===== config.mk =====
export PLATFORM = sky130hd
export DESIGN_NAME = fir_host_driver
export DESIGN_NICKNAME = d
export VERILOG_FILES = /design/src/rtl/fir_host_driver.sv
export SDC_FILE = /design/constraint.sdc
export NUM_CORES = 1
export LEC_CHECK = 0
export ABC_AREA = 1
export CAP_MARGIN = 20
export CORE_MARGIN = 5
export CORE_UTILIZATION = 30
export DETAILED_ROUTE_END_ITERATION = 16
export PLACE_DENSITY = 0.45
export REMOVE_ABC_BUFFERS = 1
export SLEW_MARGIN = 20
export SYNTH_ARGS = -nofsm -noshare
export SYNTH_HDL_FRONTEND = slang
export SYNTH_SLANG_ARGS = --single-unit

===== constraint.sdc =====
create_clock -name clk -period 5.3 [get_ports clk]
set_input_delay 1.06 -clock clk [delete_from_list [all_inputs] [get_ports clk]]
set_output_delay 1.06 -clock clk [all_outputs]
set_load 0.02 [all_outputs]

===== src/rtl/fir_host_driver.sv =====
// Host-side initiator for the FIR filter: loads NUM_TAPS coefficients, then streams samples and captures results.
// Latency: coefficient/sample presented to the filter one cycle after acceptance; results readable one cycle after out_enable.
// Backpressure: s_ready only while result FIFO space (occupancy + samples in flight) remains; r_valid/r_ready pops results.
//
// Ports:
//   clk, reset             rising-edge clock, synchronous active-high reset
//   cfg_we/addr/data       coefficient table write port (ignored while loading)
//   start, stop            begin a load+stream pass / stop streaming and drain
//   s_valid/s_ready/s_data upstream sample handshake
//   fir_*                  control and data towards/from the filter instance
//   r_valid/r_ready/r_data result FIFO head
//   busy, err              not idle / sticky error flag

module fifo #(
  parameter int W     = 16,
  parameter int DEPTH = 4,
  localparam int AW   = $clog2(DEPTH),
  localparam int CW   = $clog2(DEPTH + 1)
) (
  input  logic          clk,
  input  logic          reset,
  input  logic          push,
  input  logic [W-1:0]  push_dat,
  input  logic          pop,
  output logic [W-1:0]  head,
  output logic [CW-1:0] count,
  output logic          empty
);
  logic [W-1:0]  mem [DEPTH];
  logic [AW-1:0] wr_ptr;
  logic [AW-1:0] rd_ptr;
  logic          wr_en;
  logic          rd_en;

  // A full FIFO still takes a push when the head is popped in the same cycle.
  assign rd_en = pop && (count != '0);
  assign wr_en = push && ((count != CW'(DEPTH)) || pop);
  assign empty = (count == '0);
  assign head  = mem[rd_ptr];

  always_ff @(posedge clk) begin
    if (reset) begin
      wr_ptr <= '0;
      rd_ptr <= '0;
      count  <= '0;
      for (int k = 0; k < DEPTH; k++) mem[k] <= '0;
    end else begin
      if (wr_en) begin
        mem[wr_ptr] <= push_dat;
        wr_ptr      <= wr_ptr + AW'(1);
      end
      if (rd_en) rd_ptr <= rd_ptr + AW'(1);
      case ({wr_en, rd_en})
        2'b10:   count <= count + CW'(1);
        2'b01:   count <= count - CW'(1);
        default: count <= count;
      endcase
    end
  end
endmodule

module fir_host_driver #(
  parameter int NUM_TAPS  = 5,
  parameter int DW        = 8,
  parameter int OW        = 16,
  parameter int RES_DEPTH = 4,
  localparam int AW       = (NUM_TAPS > 1) ? $clog2(NUM_TAPS) : 1,
  localparam int CW       = $clog2(RES_DEPTH + 1)
) (
  input  logic          clk,
  input  logic          reset,
  input  logic          cfg_we,
  input  logic [AW-1:0] cfg_addr,
  input  logic [DW-1:0] cfg_data,
  input  logic          start,
  input  logic          stop,
  input  logic          s_valid,
  input  logic [DW-1:0] s_data,
  output logic          s_ready,
  output logic [DW-1:0] fir_data_in,
  output logic          fir_coef_enable,
  output logic          fir_sample_enable,
  input  logic [OW-1:0] fir_data_out,
  input  logic          fir_out_enable,
  input  logic          fir_error,
  output logic          r_valid,
  output logic [OW-1:0] r_data,
  input  logic          r_ready,
  output logic          busy,
  output logic          err
);
  typedef enum logic [2:0] {IDLE, LOAD, SETTLE, STREAM, DRAIN, FAULT} state_t;

  state_t        state, state_n;
  logic [AW-1:0] tap, tap_n;
  logic [CW-1:0] pending, pending_n;
  logic [CW-1:0] fifo_count;
  logic          fifo_empty;
  logic [DW-1:0] tbl [NUM_TAPS];
  logic          coef_en_n, samp_en_n;
  logic [DW-1:0] data_n;
  logic          accept, push, pop, spurious, err_n;

  // Space is reserved for every sample in flight, so results can never overflow the FIFO.
  assign s_ready  = (state == STREAM) && !stop &&
                    ((int'(fifo_count) + int'(pending)) < RES_DEPTH);
  assign accept   = s_valid && s_ready;
  assign push     = fir_out_enable && (pending != '0);
  assign spurious = fir_out_enable && (pending == '0);
  assign r_valid  = !fifo_empty;
  assign pop      = r_valid && r_ready;
  assign busy     = (state != IDLE);
  assign err_n    = err || spurious || (fir_error && (state != IDLE));

  always_comb begin
    state_n   = state;
    tap_n     = tap;
    coef_en_n = 1'b0;
    samp_en_n = 1'b0;
    data_n    = fir_data_in;

    pending_n = pending;
    if (accept && !push)      pending_n = pending + CW'(1);
    else if (push && !accept) pending_n = pending - CW'(1);

    case (state)
      IDLE, FAULT: begin
        if (start) begin
          state_n   = LOAD;
          tap_n     = '0;
          coef_en_n = 1'b1;
          data_n    = tbl[0];
        end
      end
      LOAD: begin
        if (tap == AW'(NUM_TAPS - 1)) begin
          state_n = SETTLE;
        end else begin
          tap_n     = tap + AW'(1);
          coef_en_n = 1'b1;
          data_n    = tbl[tap_n];
        end
      end
      SETTLE: state_n = STREAM;
      STREAM: begin
        if (accept) begin
          samp_en_n = 1'b1;
          data_n    = s_data;
        end
        if (stop) state_n = DRAIN;
      end
      DRAIN: begin
        // Leave as soon as the last in-flight result is being captured.
        if (pending_n == '0) state_n = IDLE;
      end
      default: state_n = IDLE;
    endcase

    if (fir_error && (state != IDLE)) state_n = FAULT;

    // Entering or sitting in FAULT abandons anything still in the filter.
    if (state_n == FAULT) begin
      coef_en_n = 1'b0;
      samp_en_n = 1'b0;
      pending_n = '0;
    end
  end

  always_ff @(posedge clk) begin
    if (reset) begin
      state             <= IDLE;
      tap               <= '0;
      pending           <= '0;
      err               <= 1'b0;
      fir_coef_enable   <= 1'b0;
      fir_sample_enable <= 1'b0;
      fir_data_in       <= '0;
      for (int k = 0; k < NUM_TAPS; k++) tbl[k] <= '0;
    end else begin
      state             <= state_n;
      tap               <= tap_n;
      pending           <= pending_n;
      err               <= err_n;
      fir_coef_enable   <= coef_en_n;
      fir_sample_enable <= samp_en_n;
      fir_data_in       <= data_n;
      if (cfg_we && (state != LOAD) && (int'(cfg_addr) < NUM_TAPS))
        tbl[cfg_addr] <= cfg_data;
    end
  end

  fifo #(.W(OW), .DEPTH(RES_DEPTH)) u_res_fifo (
    .clk      (clk),
    .reset    (reset),
    .push     (push),
    .push_dat (fir_data_out),
    .pop      (pop),
    .head     (r_data),
    .count    (fifo_count),
    .empty    (fifo_empty)
  );
endmodule

# After elaboration in Yosys (flattened, before gate mapping)

Memories as Yosys holds them, arrays and structs flattened. A register that Yosys moved wholly into a read port is not among the register bits.
Cells that the tools add are included.

Add/subtract/negate cells: 8
Magnitude comparators: 2
Eq/ne operators: 14
Mux-type cells: 36
Bitwise gates (word level): 1
Reductions and logical operators: 37

Operators by type and width:

| operator                                            | count |
|---|---|
| 2-to-1 mux 8 bit                                    | 4 |
| 2-to-1 mux 3 bit                                    | 10 |
| case mux 8 bit (3 select lines)                     | 1 |
| 2-to-1 mux 16 bit                                   | 1 |
| OR reduction 16 bit                                 | 1 |
| case mux 3 bit (5 select lines)                     | 1 |
| logical AND 1 bit                                   | 13 |
| 2-to-1 mux 1 bit                                    | 13 |
| == test 3 bit (second input constant)               | 4 |
| zero test 3 bit                                     | 4 |
| case mux 3 bit (2 select lines)                     | 2 |
| nonzero test 3 bit                                  | 4 |
| adder 3 x 1 -> 3 bit (second input constant)        | 3 |
| OR reduction 8 bit                                  | 1 |
| == test 3 x 2 -> 1 bit (second input constant)      | 2 |
| 2-to-1 mux 2 bit                                    | 3 |
| != test 2 bit (second input constant)               | 3 |
| subtractor 3 x 1 -> 3 bit (second input constant)   | 2 |
| adder 2 x 1 -> 2 bit (second input constant)        | 2 |
| adder 3 x 3 -> 4 bit                                | 1 |
| zero test 1 bit                                     | 4 |
| < comparator 4 x 3 -> 1 bit (second input constant) | 1 |
| AND reduction 4 bit                                 | 1 |
| nonzero test 2 bit                                  | 2 |
| 12 further kinds                                    | 15 |

Flip-flop bits (word level): 27
RAM bits: 104
Input bits: 44
Output and inout port bits: 30
Logic and storage cells: 110
Memories: 2

Memory list:

| memory         | words | width | read ports | clocked after Yosys merged registers in | write ports | RTL line | text |
|---|---|---|---|---|---|---|---|
| u_res_fifo.mem | 4     | 16    | 1          | 1                                       | 4           | 29       | `logic [W-1:0] mem [DEPTH];` |
| tbl            | 5     | 8     | 2          | 0                                       | 5           | 99       | `logic [DW-1:0] tbl [NUM_TAPS];` |

# Depth between registers and ports, before layout

Depth in word-level cells: 14
Gate-level depth with buffers: 16

# By module

From an unflattened synthesis, not the netlist that was laid out.

Cells, all modules: 721
Area, all modules: 7190.6 um^2

By module, submodules not included:

| module          | instances | cells each | area each (um^2) |
|---|---|---|---|
| fir_host_driver | 1         | 401        | 3858.7 |
| fifo            | 1         | 320        | 3331.9 |

# Worst setup path before layout

OpenSTA, ideal clock, no wires.

Path type: input port to flip-flop
Start point: in fir_out_enable
End point: mem u_res_fifo.mem[3][0], enable pin
Arrival time: 2568 ps
Data required time: 4886 ps
Slack: 2318 ps
Cell stages on the path: 4
Buffers on the path: 0
Cell sequence: nand2_1 > inv_1 > o21ai_2 > o31ai_1

RTL lines:

| item        | RTL line | text |
|---|---|---|
| from (decl) | 84       | `input logic fir_out_enable,` |
| to (decl)   | 29       |  |

==> qor.txt <==
status: complete, no violations
Post-Layout Inst Area: 8698 um^2
Resize count post-CTS: 0
RSZ-0062 raised after global routing: false
# nets final: 863
DR DRC count: 0
Final period util: 73.69%
worst slew pin tran: 1089 ps
crit start category: flip-flop
total grt overflow: 0
CORE AREA: 22780 um^2
Slew Limit Fails: 0
Die Area: 26430 um^2
Reg clk slew, reported paths: 60 ps
Synth Instances: 715
CP Data Required Time: 4240 ps
Sum Neg Setup Slack: 0 ps
TritonRoute pass-1 iters: 5
critical path endpoint category: output pin
Vias/cell: 4.614
DRT iter0 DRCs: 326
Max Freq: 256.0 MHz
routed length per instance: 15.88 um
r2r worst-path depth: 11
Area Overhead vs Synth: 24.57%
EDFF count, synth: 128
RD Place Congestion: 0.7900
Hold Crit Start: u_res_fifo.rd_ptr[1]$_SDFFE_PP0P_
asr flop ratio synth: 0%
Avg Cell Area, Syn: 9.766 um^2
Util after Layout: 38.19%
CP bufs+invs: 3
Num CTS Buffers: 17
num ports: 74
# fillers: 2284
clock skew: 10.39 ps
final worst path period need: 3906 ps
share of layout cells above drive strength 1: 6.318%
sequential element share of the synthesized area: 63.36%
routed vias: 5242
VDD IR max: 0.0002313 V
slowest stage cell, crit path: inv_1
CP Max Fanout: 33
vias in the first global route: 5291
# hold bufs at CTS: 0
n_diodes: 0
Synthesis Warnings: 0
Post-Route WL: 18040 um
Worst EP arrival: 2850 ps
Hold Path Depth: 2
Crit Path Class: reg2out
Port Buf Inserts: 73
top_reg_cell synth: edfxtp_1
Worst Hold Class: reg2reg
crit path cell chain: buf_4 -> inv_1 -> o21ai_0 -> o22ai_1 -> clkdlybuf4s50_1
post-route ant nets: 0
R2R setup slack: 2340 ps
Post-DP HPWL: 11890 um
Die Wd: 162.6 um
die height: 162.6 um
H-tree depth: 4
Max-slew headroom: 26.90%
CP top delay family: buffers and inverters
post-CTS setup buffer count: 0
leakage power: 3.278 nW
largest net degree at the start of global routing: 44
register bit count reported by yosys: 157
placed instance area: 8142 um^2
CTS tree: built
clock latency on the worst-skew pair: 430 ps
Initial Util: 30.66%
antenna violations before repair: 0
first-pass GRT wire length: 28540 um
Clock Sinks: 157
worst reg2reg startpoint: pending[1]$_SDFF_PP0_
GRT Total Usage: 13.92%
Longest Clk Path Bufs: 2
PwrDens: 451.7 nW/um^2
total of max-cap violations: 0
Worst Hold End: u_res_fifo.rd_ptr[1]$_SDFFE_PP0P_
# setup viols final: 0
Post-Synthesis Cell Area: 6983 um^2
Root Buffer: clkbuf_16
RR Endpoint: u_res_fifo.mem[0][4]$_SDFFCE_PN0P_
Final Hold Vio Count: 0
synth unique cells: 36
max incr delay on CP: 740 ps
num rows: 55
-- cell usage in the layout (no fill, tap or decap), drive strengths merged, types with 6 or more instances in the layout --
cell / count
o22ai: 24
clkbuf: 17
nor2: 188
conb: 24
a21oi: 24
clkdlybuf4s50: 73
nand3: 12
clkinv: 9
o21ai: 99
a31oi: 16
nand2: 60
edfxtp: 128
buf: 6
ha: 8
dfxtp: 29
inv: 87
-- sequential cells by signal (all words and copies together) (netlist names), 2 cells and up, named ones only --
name,count
u_res_fifo.rd_ptr,2
tap,3
pending,3
tbl,64
u_res_fifo.mem,64
state,3
u_res_fifo.count,3
fir_data_in,8
u_res_fifo.wr_ptr,2
-- per-layer routing --
metal	global-route usage [%]	wire length, um	share of wire [%]	vias to the layer above
met5	0	0	0	-
met1	17.66	8098	45	2491
met2	23.74	8822	49	127
met3	3.341	868	4.8	22
li1	-	-	-	2602
met4	4.003	252	1.4	0
-- through the flow --
step	hold WS, ps	cells	setup slack [ps]	power (W)
2_1_floorplan	439.6	712	2288	0.002294
3_3_place_gp	446.5	1104	1509	0.002794
3_5_place_dp	456.3	1104	1440	0.002811
4_1_cts	467.2	1136	1376	0.003978
5_1_grt	506.1	1136	1214	0.004169
6_report	460.3	1136	1394	0.003929
-- final cells by class --
type,instances,area (um^2),area share (%)
flip-flops and latches,157,4424,50.86
clock inverters,15,131.4,1.510
clock buffers,17,425.4,4.891
inverters,84,315.3,3.625
repair buffers,79,775.7,8.918
well taps,313,391.6,4.502
multi-input cells,471,2235,25.69
-- worst max path at each step --
stage / startpoint / to / slack (ps) / depth (start not counted)
finish: flip-flop / r_data[4] / 1390 / 5
global route: flip-flop / r_data[4] / 1210 / 5
CTS: flip-flop / r_data[8] / 1380 / 5
detailed placement: r_ready / u_res_fifo.mem[0][13]$_SDFFCE_PN0P_ / 1440 / 7
global placement: r_ready / u_res_fifo.mem[0][9]$_SDFFCE_PN0P_ / 1510 / 7
floorplan: tap[0]$_SDFFE_PP0P_ / fir_data_in[7]$_SDFFE_PP0P_ / 2290 / 7
-- kinds of logic (layout without fill, tap and decap cells) --
kind of cell | after synthesis | count (layout) | synth area share [%]
AND/OR/NAND/NOR | 266 | 266 | 15.25
XOR/XNOR | 3 | 3 | 0.3763
other | 1 | 24 | 0.05370
flip-flops | 157 | 157 | 63.36
adder cells (fa/ha/maj) | 9 | 9 | 1.720
AO/OA/AOI/OAI | 169 | 169 | 13.19
buffers and inverters | 110 | 195 | 6.056
-- power by group --
group | total, W | internal, W | switching, W
Sequential | 0.00156 | 0.00149 | 0.0000711
Clock | 0.00116 | 0.000614 | 0.000545
Combinational | 0.00121 | 0.000437 | 0.000776
-- tightest hold or removal path: stages (launching register included) --
cell     delay [ps]
dfxtp_1         300
inv_1            50
a21oi_1          60
-- cell usage after synthesis, types with 3 or more instances --
library cell | number | share of area, %
a21oi_1 | 23 | 1.6
a31oi_1 | 16 | 1.4
clkbuf_1 | 21 | 1.1
clkinv_1 | 3 | 0.16
dfxtp_1 | 29 | 8.3
edfxtp_1 | 128 | 55
ha_1 | 8 | 1.4
inv_1 | 79 | 4.2
nand2_1 | 57 | 3.1
nand3_1 | 10 | 0.72
nand4_1 | 3 | 0.27
nor2_1 | 186 | 10
o21ai_0 | 98 | 7.0
o22ai_1 | 24 | 2.2
(Power assumes the default switching activity.)
